===== src/rtl/dram_read_pipe.sv =====
// Fixed-latency read return path: valid/data shift register, Q forced to zero when not valid.
module dram_read_pipe #(
  parameter int unsigned STAGES = 5,
  parameter int unsigned DATA_W = 32
) (
  input  logic              CK,
  input  logic              RST,
  input  logic              i_push,
  input  logic [DATA_W-1:0] i_data,
  output logic              o_valid,
  output logic [DATA_W-1:0] o_q
);

  logic [STAGES-1:0] r_vld_p;
  logic [DATA_W-1:0] r_data_p [STAGES];

  always_ff @(posedge CK) begin
    if (RST) begin
      r_vld_p <= '0;
    end else begin
      r_vld_p[0] <= i_push;
      for (int i = 1; i < int'(STAGES); i++) begin
        r_vld_p[i] <= r_vld_p[i-1];
      end
    end
  end

  always_ff @(posedge CK) begin
    r_data_p[0] <= i_data;
    for (int i = 1; i < int'(STAGES); i++) begin
      r_data_p[i] <= r_data_p[i-1];
    end
  end

  assign o_valid = r_vld_p[STAGES-1];
  assign o_q     = o_valid ? r_data_p[STAGES-1] : '0;

endmodule


===== config.mk =====
export PLATFORM = sky130hd
export DESIGN_NAME = dram_read_pipe
export DESIGN_NICKNAME = d
export VERILOG_FILES = /design/src/rtl/dram_read_pipe.sv
export SDC_FILE = /design/constraint.sdc
export NUM_CORES = 1
export LEC_CHECK = 0
export BUFFER_PORTS_ARGS = -buffer_cell sky130_fd_sc_hd__buf_2
export CORE_ASPECT_RATIO = 1.5
export CORE_MARGIN = 4
export CORE_UTILIZATION = 30
export CTS_BUF_LIST = sky130_fd_sc_hd__clkbuf_4 sky130_fd_sc_hd__clkbuf_8
export CTS_CLUSTER_DIAMETER = 200
export DETAILED_ROUTE_END_ITERATION = 7
export GPL_TIMING_DRIVEN = 0
export PLACE_DENSITY = 0.59
export SYNTH_ARGS = -nofsm -noshare
export SYNTH_HDL_FRONTEND = slang
export SYNTH_SLANG_ARGS = --single-unit

===== constraint.sdc =====
create_clock -name CK -period 0.8 [get_ports CK]
set_input_delay 0.04 -clock CK [delete_from_list [all_inputs] [get_ports CK]]
set_output_delay 0.04 -clock CK [all_outputs]
set_load 0.01 [all_outputs]

==> flow_metrics.py <==
metrics = {
    "status": {
        "status": "finished with violations",
        "violations": "setup timing",
    },
    "setup_path": {
        "critPathKind": "reg2out",
        "worstPathMaxFanout": 10,
        "reg2reg_from": "r_vld_p[1]",
        "rr_worst_depth": 1,
        "worstPathArrival_ns": 1.26,
        "rrSetupSlack_ns": 0.27,
        "r2r-end": "r_vld_p[2]",
        "required_ns": 0.76,
        "startpoint_type": "flip-flop",
        "end_kind": "primary output",
        "critPathLaunch": "r_vld_p[4]",
    },
    "floorplanning": {
        "rows": 48,
        "die_w_um": 97.3,
        "dieArea_um2": 13800,
        "core_area_um2": 11600,
        "die_h_um": 142,
        "start_util": 0.310,
        "io_pins": 68,
    },
    "layout": {
        "fin_cells": 491,
        "utilization": 0.444,
        "seq_area_um2": 3310,
        "multi_input_area_um2": 302,
        "antenna_cells": 0,
        "final_layout_size_suffix_gt1_frac": 0.405,
        "nets": 363,
        "syn2layout_area_growth_pct": 43.4,
        "fillers": 1045,
    },
    "drt": {
        "route.vias.total": 1735,
        "drcViolationCount": 0,
        "dr.pass1.iters": 4,
        "drt_wl_total_um": 5260,
        "wl_per_cell_um": 10.7,
        "antenna_left": 0,
        "vias_per_cell": 3.53,
        "drtIter0Drc": 30,
    },
    "power": {
        "seqPwrFrac": 0.599,
        "internal-power_mw": 11.5,
        "combPwrFrac": 0.019,
        "switchingPower_mw": 3.11,
        "swShare": 0.213,
        "clkPwrFrac": 0.382,
        "vdd_drop_max_mv": 1.92,
        "power.density_nw_per_um2": 2830,
        "power.leakage_nw": 2.25,
    },
    "min_path": {
        "min-delay-start": "i_data[21]",
        "holdPathStages": 2,
        "hold_path_end": "r_data_p[0][21]",
        "holdCritPathClass": "in2reg",
    },
    "clocking": {
        "cts_sinks": 165,
        "htreeDepth": 4,
        "cts_inserted_buffers": 17,
        "worstSkewPairLatency_ns": 0.43,
        "clockBufferDepth": 2,
        "cts-root-buf": "clkbuf_8",
        "cts_tree": "built",
        "clk_pin_slew_ns": 0.08,
    },
    "yosys": {
        "synth_area_um2": 3590,
        "syn_area_per_cell_um2": 17.5,
        "synth_cell_types": 4,
        "yosysWarnings": 0,
        "syn_inst": 205,
        "ys_seq_elements": 165,
        "seq_area_frac_synth": 0.920,
        "syn-num-nets": 240,
    },
    "sta": {
        "slew_viol_final": 0,
        "clock_skew_ns": 0.00770,
        "tightest_slew_ns": 0.185,
        "hold_viol_final": 0,
        "rsz0062_at_grt": "yes",
        "relSlewSlack": 0.876,
        "setup_violations": 33,
        "fin_crit_sh": 1.62,
        "fmax_mhz": 772,
        "fin_ws_ns": -0.495,
        "period_minus_slack_ns": 1.30,
        "final.setup.tns_ns": -15.56,
    },
    "grt": {
        "antenna_found_initial": 0,
        "grt_use_total": 0.0825,
        "first_global_vias": 1731,
        "grt_max_degree": 17,
        "grt-ovfl-total": 0,
        "grt_first_pass_wirelength_um": 8280,
    },
    "run": {
        "max-cap-violations": 0,
    },
    "place": {
        "placed_cells": 422,
        "hpwl_um": 3130,
        "port_buffers": 67,
        "routabilityCongestion": 0.633,
    },
}
==> cells in the final DEF, fill, tap and decap left out, types with 2 or more instances in the layout <==
master | synthesis | layout
dfxtp_1 | 165 | 164
buf_6 | 0 | 34
dlygate4sd3_1 | 0 | 34
buf_2 | 0 | 34
and2_4 | 0 | 24
clkbuf_8 | 0 | 18
and2_2 | 32 | 8
nor2b_1 | 5 | 5
inv_6 | 0 | 5
clkinv_4 | 0 | 3
clkinvlp_4 | 0 | 3
buf_8 | 0 | 2
buf_4 | 0 | 2
==> per-stage QoR <==
step	setup slack, ns	hold slack, ns	area, um2	power (mW)
6_report	-0.495	0.245	5150	14.6
5_1_grt	-0.575	0.212	5150	15.3
4_1_cts	-0.569	0.196	5100	14.8
3_5_place_dp	-0.298	0.144	4110	9.04
3_3_place_gp	-0.287	0.143	4110	9.01
2_1_floorplan	0.0116	0.0677	3590	8.91
==> layer usage <==
metal	GRT usage	up-vias	share of wire
met2	0.143	51	0.56
met3	0.0402	16	0.062
met1	0.0737	794	0.35
met4	0.0613	0	0.030
li1	-	874	-
met5	0	-	0
==> power by group through the flow <==
stage / clock network, mW / registers, mW / logic (mW)
after floorplan: 0 / 8.89 / 0.0212
after global placement: 0 / 8.90 / 0.114
after detailed placement: 0 / 8.93 / 0.116
after CTS: 5.83 / 8.73 / 0.267
after global routing: 6.20 / 8.77 / 0.299
final: 5.57 / 8.73 / 0.271
==> flip-flops by register name, summed over array words and instances, names as in the netlist <==
name	count
r_data_p	160
r_vld_p	5
==> layout make-up <==
cell class                      count  area share
Clock inverter                     14      0.0270
Timing Repair Buffer              104       0.177
Sequential cell                   165       0.643
Tap cell                          150      0.0365
Multi-Input combinational cell     37      0.0586
Buffer                              3      0.0107
Clock buffer                       18      0.0481
==> critical path: stages (launching register included) <==
cell     delay [ns]
dfxtp_4        0.40
buf_8          0.14
and2_2         0.17
buf_6          0.12
==> cell families after synthesis <==
kind of cell | share of synthesized area
flip-flops | 0.920
AND/OR/NAND/NOR | 0.0756
buffers and inverters | 0.00418
==> synth_stat cells <==
| library cell | n | share of area |
|---|---|---|
| and2_2 | 32 | 0.067 |
| dfxtp_1 | 165 | 0.92 |
| nor2b_1 | 5 | 0.0087 |
| clkbuf_2 | 3 | 0.0042 |
==> how the worst max path moves through the flow <==
stage,to,depth (start not counted)
after detailed placement,o_q[30],3
after floorplan,o_q[0],2
after CTS,o_q[7],3
final,o_q[9],3
after global placement,o_q[25],3
after global routing,o_q[9],3
==> timing repair <==
item | 4_1_cts | 5_1_grt
hold buffers | 34 | 0
cloned | 0 | 1
endpoints found under the hold margin | 37 | 0
resized for setup | 52 | 16
setup buffers | 2 | 0
endpoints found under the setup margin | 33 | 33
Note: power is estimated with default switching activity, not from simulation.
